[src/rtl/fsm_guard_pkg.sv]
// Shared types and helpers for the fsm_visit_guard runtime monitor.
package fsm_guard_pkg;

  typedef enum logic [1:0] {
    IDLE  = 2'd0,
    ARMED = 2'd1,
    TRIP  = 2'd2
  } state_t;

  // $clog2 that never returns 0, so a single-channel build still gets a 1-bit index
  function automatic int unsigned clog2_min1(input int unsigned n);
    return (n <= 32'd1) ? 32'd1 : 32'($clog2(n));
  endfunction

  // LSB position of field idx in a packed array of width-wide fields
  function automatic int unsigned slice_lsb(input int unsigned idx, input int unsigned width);
    return idx * width;
  endfunction

endpackage

[src/rtl/fsm_guard_ch.sv]
// One watch channel: entry detector, saturating visit counter, threshold alarm, mismatch flag.
module fsm_guard_ch
  import fsm_guard_pkg::*;
#(
  parameter int unsigned STATE_W = 5,
  parameter int unsigned OUT_W   = 23,
  parameter int unsigned CNT_W   = 8
) (
  input  logic               clk,
  input  logic               rst,
  input  logic               clr,
  input  logic               active,
  input  logic               armed,
  input  logic               prev_valid,
  input  logic [STATE_W-1:0] st,
  input  logic [STATE_W-1:0] prev_st,
  input  logic [STATE_W-1:0] watch_st,
  input  logic [CNT_W-1:0]   thr,
  input  logic [OUT_W-1:0]   y,
  input  logic [OUT_W-1:0]   exp_y,
  input  logic [OUT_W-1:0]   care_y,
  output logic               hit_c,
  output logic               mis_c,
  output logic [CNT_W-1:0]   cnt,
  output logic               thr_alarm
);

  localparam logic [CNT_W-1:0] CNT_MAX = '1;

  logic             match;
  logic [CNT_W-1:0] cnt_inc;

  // A self-loop counts once: only the entry cycle is a hit
  always_comb begin
    match   = (st == watch_st);
    hit_c   = active && match && (!prev_valid || (prev_st != watch_st));
    mis_c   = armed && match && (|((y ^ exp_y) & care_y));
    cnt_inc = (cnt == CNT_MAX) ? cnt : cnt + CNT_W'(1);
  end

  always_ff @(posedge clk or posedge rst) begin
    if (rst) begin
      cnt       <= '0;
      thr_alarm <= 1'b0;
    end else if (clr) begin
      cnt       <= '0;
      thr_alarm <= 1'b0;
    end else if (hit_c) begin
      cnt <= cnt_inc;
      if ((thr != '0) && (cnt_inc >= thr)) begin
        thr_alarm <= 1'b1;
      end
    end
  end

endmodule

[src/rtl/fsm_visit_guard.sv]
// Runtime monitor for a host Mealy FSM: per-state visit counts, threshold and golden-output alarms.
module fsm_visit_guard
  import fsm_guard_pkg::*;
#(
  parameter int unsigned STATE_W = 5,
  parameter int unsigned OUT_W   = 23,
  parameter int unsigned N_CH    = 4,
  parameter int unsigned CNT_W   = 8,
  localparam int unsigned CH_W   = clog2_min1(N_CH)
) (
  input  logic                     clk,
  input  logic                     rst,
  input  logic                     en,
  input  logic                     clr,
  input  logic [STATE_W-1:0]       st,
  input  logic [OUT_W-1:0]         y,
  input  logic [N_CH*STATE_W-1:0]  watch_st,
  input  logic [N_CH*CNT_W-1:0]    thr,
  input  logic [N_CH*OUT_W-1:0]    exp_y,
  input  logic [N_CH*OUT_W-1:0]    care_y,
  output logic [N_CH*CNT_W-1:0]    cnt,
  output logic [N_CH-1:0]          thr_alarm,
  output logic                     mis_alarm,
  output logic [CH_W-1:0]          mis_ch,
  output logic [OUT_W-1:0]         mis_y,
  output logic                     busy
);

  state_t             state, state_nxt;
  logic               active, armed;
  logic [STATE_W-1:0] prev_st;
  logic               prev_valid;
  logic [N_CH-1:0]    hit_c, mis_c;
  logic               any_mis;
  logic [CH_W-1:0]    first_ch;

  assign armed  = (state == ARMED);
  assign active = (state == ARMED) || (state == TRIP);

  for (genvar i = 0; i < N_CH; i++) begin : g_ch
    fsm_guard_ch #(
      .STATE_W (STATE_W),
      .OUT_W   (OUT_W),
      .CNT_W   (CNT_W)
    ) u_ch (
      .clk        (clk),
      .rst        (rst),
      .clr        (clr),
      .active     (active),
      .armed      (armed),
      .prev_valid (prev_valid),
      .st         (st),
      .prev_st    (prev_st),
      .watch_st   (watch_st[slice_lsb(i, STATE_W) +: STATE_W]),
      .thr        (thr[slice_lsb(i, CNT_W) +: CNT_W]),
      .y          (y),
      .exp_y      (exp_y[slice_lsb(i, OUT_W) +: OUT_W]),
      .care_y     (care_y[slice_lsb(i, OUT_W) +: OUT_W]),
      .hit_c      (hit_c[i]),
      .mis_c      (mis_c[i]),
      .cnt        (cnt[slice_lsb(i, CNT_W) +: CNT_W]),
      .thr_alarm  (thr_alarm[i])
    );
  end

  // Lowest mismatching channel index wins
  always_comb begin
    any_mis  = 1'b0;
    first_ch = '0;
    for (int i = int'(N_CH) - 1; i >= 0; i--) begin
      if (mis_c[i]) begin
        any_mis  = 1'b1;
        first_ch = CH_W'(i);
      end
    end
  end

  always_comb begin
    state_nxt = state;
    case (state)
      IDLE: begin
        if (!clr && en) state_nxt = ARMED;
      end
      ARMED: begin
        if (clr)          state_nxt = IDLE;
        else if (any_mis) state_nxt = TRIP;
        else if (!en)     state_nxt = IDLE;
      end
      TRIP: begin
        if (clr) state_nxt = IDLE;
      end
      default: state_nxt = IDLE;
    endcase
  end

  always_ff @(posedge clk or posedge rst) begin
    if (rst) begin
      state <= IDLE;
      busy  <= 1'b0;
    end else begin
      state <= state_nxt;
      busy  <= (state_nxt == ARMED);
    end
  end

  // Previous-state tracker; all-ones/invalid makes the first monitored cycle an entry
  always_ff @(posedge clk or posedge rst) begin
    if (rst) begin
      prev_st    <= '1;
      prev_valid <= 1'b0;
    end else if (clr) begin
      prev_st    <= '1;
      prev_valid <= 1'b0;
    end else begin
      prev_st    <= st;
      prev_valid <= active;
    end
  end

  always_ff @(posedge clk or posedge rst) begin
    if (rst) begin
      mis_alarm <= 1'b0;
      mis_ch    <= '0;
      mis_y     <= '0;
    end else if (clr) begin
      mis_alarm <= 1'b0;
      mis_ch    <= '0;
      mis_y     <= '0;
    end else if (any_mis && !mis_alarm) begin
      mis_alarm <= 1'b1;
      mis_ch    <= first_ch;
      mis_y     <= y;
    end
  end

endmodule

[config.mk]
export PLATFORM = sky130hd
export DESIGN_NAME = fsm_visit_guard
export DESIGN_NICKNAME = d
export VERILOG_FILES = /design/src/rtl/fsm_guard_pkg.sv /design/src/rtl/fsm_guard_ch.sv /design/src/rtl/fsm_visit_guard.sv
export SDC_FILE = /design/constraint.sdc
export NUM_CORES = 1
export LEC_CHECK = 0
export ABC_CLOCK_PERIOD_IN_PS = 3300
export BUFFER_PORTS_ARGS = -buffer_cell sky130_fd_sc_hd__buf_2
export CAP_MARGIN = 20
export CORE_AREA = 3 3 128 130
export CTS_CLUSTER_SIZE = 10
export DETAILED_ROUTE_END_ITERATION = 8
export DIE_AREA = 0 0 131 133
export GPL_TIMING_DRIVEN = 0
export PLACE_DENSITY_LB_ADDON = 0.08
export SYNTH_ARGS = -nofsm -noshare
export SYNTH_HDL_FRONTEND = slang
export SYNTH_SLANG_ARGS = --single-unit
[constraint.sdc]
create_clock -name clk -period 3.3 [get_ports clk]
set_clock_uncertainty 0.2 [all_clocks]
set_input_delay 0.33 -clock clk [delete_from_list [all_inputs] [get_ports clk]]
set_output_delay 0.33 -clock clk [all_outputs]
set_load 0.005 [all_outputs]
==> results of run 1 <==
## per-layer routing
layer	vias up	GRT usage [%]
met2	204	43.3
li1	3072	-
met1	2801	31.9
met3	28	4.48
met4	2	7.37
met5	-	0
## logic make-up (layout without fill, tap and decap cells)
| group | Yosys count | after routing | synth area share [%] |
|---|---|---|---|
| buffers and inverters | 97 | 413 | 6.70 |
| and+or+nand+nor | 186 | 186 | 14.6 |
| AOI/OAI and AO/OA | 132 | 132 | 15.8 |
| adders and majority gates | 40 | 40 | 8.05 |
| other | 0 | 2 | 0 |
| DFF | 71 | 71 | 28.7 |
| xor gates and xnor gates | 164 | 164 | 23.1 |
| muxes | 18 | 18 | 3.02 |
## Yosys cell counts (all sizes together)
master	number
xor2	110
dfrtp	66
nor2	61
xnor2	54
inv	47
a22oi	43
ha	40
clkbuf	39
nand2	32
nand3	28
a22o	23
nand4	21
a21oi	19
nor3	18
a21o	12
mux2i	12
o21ai	12
buf	11
nor4	8
a31oi	6
mux2	6
dfstp	5
nand2b	5
or2	5
a222oi	4
and2	4
o31ai	4
o21a	3
nor2b	2
a211oi	1
a221oi	1
a41oi	1
and3b	1
nor3b	1
o221a	1
o22ai	1
o31a	1
## worst max-delay path, cell delays in order (launching register included)
cell and delay (ns):
dfrtp_1 0.46, ha_1 0.25, nand2_1 0.10, nor2_2 0.18, nand3_2 0.16, xnor2_1 0.22, ha_1 0.26, nand2b_1 0.14
a21o_1 0.17, a21o_1 0.17, a21o_1 0.16, a21oi_1 0.16, o21ai_1 0.08, a21oi_1 0.15, nor2_1 0.05
## final cells by class
type	count	area [um2]	area share [%]
multi-input cells	540	4040	48.3
flip-flops and latches	71	1780	21.3
repair buffers	304	1550	18.5
well taps	211	264	3.15
clock buffers	13	260	3.11
plain buffers	46	225	2.69
inverters	47	179	2.14
clock inverters	3	65.1	0.778
diodes	2	5.00	0.0598
## worst max-delay path by stage
| stage | endpoint | slack (ns) |
|---|---|---|
| floorplan | g_ch[1].u_ch.thr_alarm$_DFFE_PP0P_ | 0.42 |
| global placement | mis_y[18]$_DFFE_PP0P_ | -0.04 |
| detailed placement | g_ch[1].u_ch.thr_alarm$_DFFE_PP0P_ | 0.10 |
| CTS | g_ch[3].u_ch.thr_alarm$_DFFE_PP0P_ | 0.08 |
| global route | g_ch[3].u_ch.thr_alarm$_DFFE_PP0P_ | 0.02 |
| finish | g_ch[0].u_ch.thr_alarm$_DFFE_PP0P_ | 0.25 |
## stage by stage
stage	area (um2)	instances	worst slack (ns)	hold WS, ns	setup TNS, ns
2_1_floorplan	6210	708	0.419	0.264	0
3_3_place_gp	7990	1221	-0.0405	0.281	-2.42
3_5_place_dp	8020	1222	0.102	0.00463	0
4_1_cts	8360	1239	0.0850	0.0571	0
5_1_grt	8370	1237	0.0238	0.0711	0
6_report	8370	1237	0.249	0.0631	0
## state kept, by name (all words and copies together), names as in the netlist
signal               flops
mis_alarm                1
mis_ch                   2
state                    2
g_ch.u_ch.thr_alarm      4
prev_st                  5
g_ch.u_ch.cnt           32
busy                     1
mis_y                   23
prev_valid               1
## report_power, final
group / total, mW / switching [mW] / internal, mW
Clock: 1.08 / 0.376 / 0.703
Sequential: 0.946 / 0.0315 / 0.915
Combinational: 0.742 / 0.394 / 0.348
Total: 2.77 / 0.802 / 1.97
## timing repair
action | CTS | global route
hold buffers | 1 | 0
gates resized for setup | 0 | 6
hold endpoints to repair | 66 | 0
buffers inserted | 0 | 0
endpoints found under the setup margin | 0 | 4
==> flow_summary_export.csv, run 1 <==
group,metric,value,unit
status,status,"finished clean",
setup_path,critPathLaunch,"g_ch[0].u_ch.cnt[0]$_DFFE_PP0P_",
clocking,numCtsBuffers,9,
layout,final_common_cell,"buf_2",
setup_path,r2r_start,"g_ch[0].u_ch.cnt[0]$_DFFE_PP0P_",
setup_path,worstSetupStartpointType,"register",
setup_path,crit_fanout,5,
power,p_leak,4.36,nW
logic_synthesis,syn_inst,708,
setup_path,timing.rr.end,"g_ch[0].u_ch.thr_alarm$_DFFE_PP0P_",
clocking,cts_root_buf,"clkbuf_16",
logic_synthesis,synth_area_leaders,"dfrtp_1 (27%), xor2_1 (16%), ha_1 (8.1%)",
grt,grtUsageTotal,25.2,%
setup_path,worstPathArrival,3.05,ns
grt,grt_pass1_wl,33700,um
layout,final_cell_mix,"buf_2 (302), xor2_1 (110), dfrtp_1 (66), nor2_1 (56), xnor2_1 (54)",
clocking,cts_tree,"built",
logic_synthesis,yosys_warnings,0,
layout,nFillCells,1551,
power,p_per_area,331,nW/um2
clocking,clockBufferDepth,2,
setup_path,regToRegSetupSlack,0.25,ns
route,wire_per_inst,17.9,um
route,firstDrtPassIters,5,
route,routed_via_density,4.94,
clocking,path_clk_slew,0.06,ns
floorplan,die_w,131,um
setup_path,path_class,"reg2reg",
power,ir_drop,0.237,mV
floorplan,io_pins,331,
route,vias,6107,
timing,fin_crit,3.05,ns
floorplan,die-area,17400,um2
timing,rsz0062_at_grt,"no",
floorplan,die_h,133,um
logic_synthesis,yosysSeqAreaShare,28.7,%
grt,antenna_found_initial,3,
timing,finalHoldViolCount,0,
clocking,clock_sinks,71,
route,drc,0,
timing,finalMaxSlewViolations,0,
layout,fin_util,54.8,%
route,wl_met1,9190,um
worst_hold_path,worstHoldPathCells,2,
floorplan,initial_core_util,40.7,%
logic_synthesis,synth_area,6210,um2
place,port_buffers,302,
timing,setup_viol_count_final,0,
worst_hold_path,hold_end,"mis_y[1]$_DFFE_PP0P_",
timing,max_freq,328,MHz
clocking,htreeDepth,3,
floorplan,core,15300,um2
floorplan,rows,45,
layout,drive_gt1_share,35.4,%
route,met3_length,1250,um
setup_path,worstPathRequired,3.30,ns
worst_hold_path,worstHoldStart,"y[1]",
setup_path,rr_worst_depth,14,
layout,fin_nets,1327,
route,drt-initial-drc-count,262,
timing,worst_pin_slew,0.754,ns
worst_hold_path,holdCritPathClass,"in2reg",
logic_synthesis,synth.top_cell.area_share,26.6,%
logic_synthesis,synth_fp_nets,1016,
route,wl_met2,11300,um
route,antenna_violating_nets_post_route,0,
grt,grt_overflow,0,
grt,grt_start_max_net_pins,70,
grt,grt_pass1_vias,6107,
route,top_layer,"met5",
layout,syn_to_final_growth,34.6,%
clocking,insertion_delay,0.34,ns
route,routed_wl,22200,um
logic_synthesis,post-synth-top-area-cell,"dfrtp_1",
logic_synthesis,yosysUniqueCellTypes,45,
power,power,2.77,mW
setup_path,critPathCaptureType,"register",
timing,fin_crit_sh,92.5,%
place,dpl.hpwl,18700,um
logic_synthesis,syn_avg_cell_area,8.78,um2
logic_synthesis,ys_ff_latch,71,
flow_run,cap_violations,0,
place,gp_congestion,0.907,
timing,max_slew_margin,49.5,%
No activity file was read; power rests on OpenSTA's default activity.
==> run 2, diff against run 1 <==
--- a/config.mk
+++ b/config.mk
@@ -9,10 +9,10 @@
 export BUFFER_PORTS_ARGS = -buffer_cell sky130_fd_sc_hd__buf_2
 export CAP_MARGIN = 20
 export CORE_AREA = 3 3 128 130
+export CTS_BUF_LIST = sky130_fd_sc_hd__clkbuf_4 sky130_fd_sc_hd__clkbuf_8 sky130_fd_sc_hd__clkbuf_16
 export CTS_CLUSTER_SIZE = 10
 export DETAILED_ROUTE_END_ITERATION = 8
 export DIE_AREA = 0 0 131 133
-export GPL_TIMING_DRIVEN = 0
 export PLACE_DENSITY_LB_ADDON = 0.08
 export SYNTH_ARGS = -nofsm -noshare
 export SYNTH_HDL_FRONTEND = slang
==> run 2 against run 1 <==
Die area unchanged. Sequential power up 0.7%. Core utilization down 0.53 points. Largest cell class unchanged. Largest power group unchanged.
==> flow_summary_export.csv, run 2 (synthesized netlist as in run 1, its figures left out) <==
group,metric,value,unit
status,status,"finished clean",
floorplan,core,15300,um2
timing,fin_crit_sh,93.0,%
layout,largest_reg_flops,32,
timing,timing.setup.tns,0,ns
place,dpl.hpwl,18600,um
clocking,clockBufferDepth,2,
route,wire_per_inst,17.9,um
setup_path,critPathMaxStageDelay,0.44,ns
timing,setup_viol_count_final,0,
setup_path,worstPathRequired,3.30,ns
power,clkPwrFrac,36.9,%
layout,largest-register,"g_ch.u_ch.cnt",
grt,met2_usage,41.9,%
setup_path,worstSetupStartpointType,"register",
power,power,2.67,mW
setup_path,slowest_stage,"dfrtp_1",
layout,final_cell_mix,"buf_2 (330), xor2_1 (110), dfrtp_1 (66), nor2_1 (59), xnor2_1 (54)",
route,antenna_violating_nets_post_route,0,
clocking,path_clk_slew,0.05,ns
place,dp_slack,0.206,ns
floorplan,io_pins,331,
layout,drive_gt1_share,38.0,%
grt,grtUsageTotal,24.9,%
grt,grt_pass1_vias,6220,
worst_hold_path,worstHoldStart,"st[2]",
timing,finalHoldViolCount,0,
floorplan,initial_core_util,40.7,%
layout,syn_to_final_growth,33.3,%
power,p_switching,0.781,mW
power,p_per_area,322,nW/um2
place,gp_congestion,0.874,
layout,fin_nets,1314,
grt,busiest_layer,"met2",
setup_path,path_class,"reg2reg",
worst_hold_path,holdCritPathClass,"in2reg",
floorplan,die-area,17400,um2
setup_path,crit_chain,"ha_1, nand2_1, nor2_1, nand3_1, mux2_2, ha_1, a21o_1, a21o_1, a21o_1, a21oi_1, o21ai_1, a31oi_1, nor2_1",
floorplan,die_w,131,um
setup_path,regToRegSetupSlack,0.23,ns
setup_path,r2r_start,"g_ch[1].u_ch.cnt[0]$_DFFE_PP0P_",
timing,worst_pin_slew,1.01,ns
power,switching_share,29.2,%
setup_path,critPathCaptureType,"register",
route,firstDrtPassIters,4,
clocking,cts_tree,"built",
place,port_buffers,330,
setup_path,path_common_cell,"a21o_1",
clocking,post_cts_buffers,0,
grt,use_met1,31.0,%
clocking,clock_sinks,71,
flow_run,cap_violations,0,
setup_path,crit_fanout,6,
timing,fin_crit,3.07,ns
clocking,numCtsBuffers,9,
setup_path,rr_worst_depth,13,
timing,max_freq,326,MHz
route,routed_wl,22000,um
power,ir_drop,0.240,mV
grt,grt_overflow,0,
clocking,insertion_delay,0.33,ns
timing,rsz0062_at_grt,"no",
grt,grt_start_max_net_pins,59,
worst_hold_path,hold_end,"prev_st[2]$_DFF_PP1_",
grt,grt_pass1_wl,33600,um
timing,finalMaxSlewViolations,0,
grt,grt_util_met3,5.57,%
worst_hold_path,worstHoldPathCells,2,
route,drt-initial-drc-count,295,
clocking,htreeDepth,3,
route,drc,0,
layout,final_common_cell,"buf_2",
timing,setup_slack,0.231,ns
setup_path,worstPathArrival,3.07,ns
route,vias,6005,
timing,max_slew_margin,32.5,%
floorplan,rows,45,
clocking,cts_root_buf,"clkbuf_16",
floorplan,die_h,133,um
layout,reg_top3,"g_ch.u_ch.cnt (32), mis_y (23), prev_st (5)",
grt,antenna_found_initial,9,
power,intPower,1.89,mW
setup_path,timing.rr.end,"g_ch[1].u_ch.thr_alarm$_DFFE_PP0P_",
power,p_seq_share,35.7,%
power,combinationalPowerShare,27.4,%
route,routed_via_density,4.88,
power,p_leak,4.39,nW
run 2: changes by cell type in the layout (fill, tap and decap cells not counted), sizes merged:
cell    delta
buf       +22
bufinv     -1
clkbuf    -34
clkinv     +1
diode      +6
inv        -1
run 2: power by group through the flow:
| stage | sequential, mW | combinational [mW] | clock [mW] |
|---|---|---|---|
| 6_report | 0.953 | 0.732 | 0.985 |
| 5_1_grt | 0.957 | 0.813 | 1.04 |
| 4_1_cts | 0.953 | 0.734 | 1.01 |
| 3_5_place_dp | 0.968 | 0.729 | 0 |
| 3_3_place_gp | 0.966 | 0.728 | 0 |
| 2_1_floorplan | 0.957 | 0.422 | 0 |
run 2: how the worst max path moves through the flow:
stage | depth (start not counted) | slack (ns) | endpoint | start
final | 13 | 0.23 | g_ch[1].u_ch.thr_alarm$_DFFE_PP0P_ | g_ch[1].u_ch.cnt[0]$_DFFE_PP0P_
after global routing | 14 | 0.02 | g_ch[0].u_ch.thr_alarm$_DFFE_PP0P_ | g_ch[0].u_ch.cnt[0]$_DFFE_PP0P_
after CTS | 14 | 0.20 | g_ch[3].u_ch.thr_alarm$_DFFE_PP0P_ | g_ch[3].u_ch.cnt[0]$_DFFE_PP0P_
after detailed placement | 14 | 0.21 | g_ch[3].u_ch.thr_alarm$_DFFE_PP0P_ | g_ch[3].u_ch.cnt[0]$_DFFE_PP0P_
after global placement | 13 | 0.32 | g_ch[1].u_ch.thr_alarm$_DFFE_PP0P_ | g_ch[1].u_ch.cnt[0]$_DFFE_PP0P_
after floorplan | 13 | 0.42 | g_ch[1].u_ch.thr_alarm$_DFFE_PP0P_ | g_ch[1].u_ch.cnt[3]$_DFFE_PP0P_
run 2: stage by stage:
step / hold WS [ns] / util [%] / instance area [um2] / cells
2_1_floorplan: 0.264 / - / 6210 / 708
4_1_cts: 0.0561 / 53.9 / 8230 / 1220
5_1_grt: 0.103 / 54.3 / 8290 / 1230
3_5_place_dp: 0.288 / 52.0 / 7930 / 1204
3_3_place_gp: 0.284 / 52.0 / 7930 / 1204
6_report: 0.105 / 54.3 / 8290 / 1230
run 2: metal layers:
| layer | routed length (um) | up-vias |
|---|---|---|
| met3 | 1420 | 29 |
| li1 | - | 3040 |
| met1 | 9000 | 2739 |
| met2 | 11100 | 195 |
| met4 | 499 | 2 |
| met5 | 13 | - |
run 2: area by class of cell:
| type | count | area [um2] |
|---|---|---|
| Fill cell | 1555 | 6970 |
| Clock inverter | 2 | 35.0 |
| Multi-Input combinational cell | 540 | 4030 |
| Inverter | 47 | 178 |
| Tap cell | 211 | 264 |
| Sequential cell | 71 | 1780 |
| Timing Repair Buffer | 337 | 1720 |
| Clock buffer | 14 | 263 |
| Antenna cell | 8 | 20.0 |
run 2: worst max-delay path, delay by kind of cell (launching register included):
kind / cells / cell delay (ns)
AOI/OAI and AO/OA: 6 / 0.88
adders and majority gates: 2 / 0.50
DFF: 1 / 0.44
muxes: 1 / 0.36
and+or+nand+nor: 4 / 0.56
run 2: timing repair:
item / in CTS / in global routing
endpoints found under the setup margin: 0 / 2
gates resized for setup: 0 / 2
hold endpoints to repair: 0 / 19
hold buffers: 0 / 1
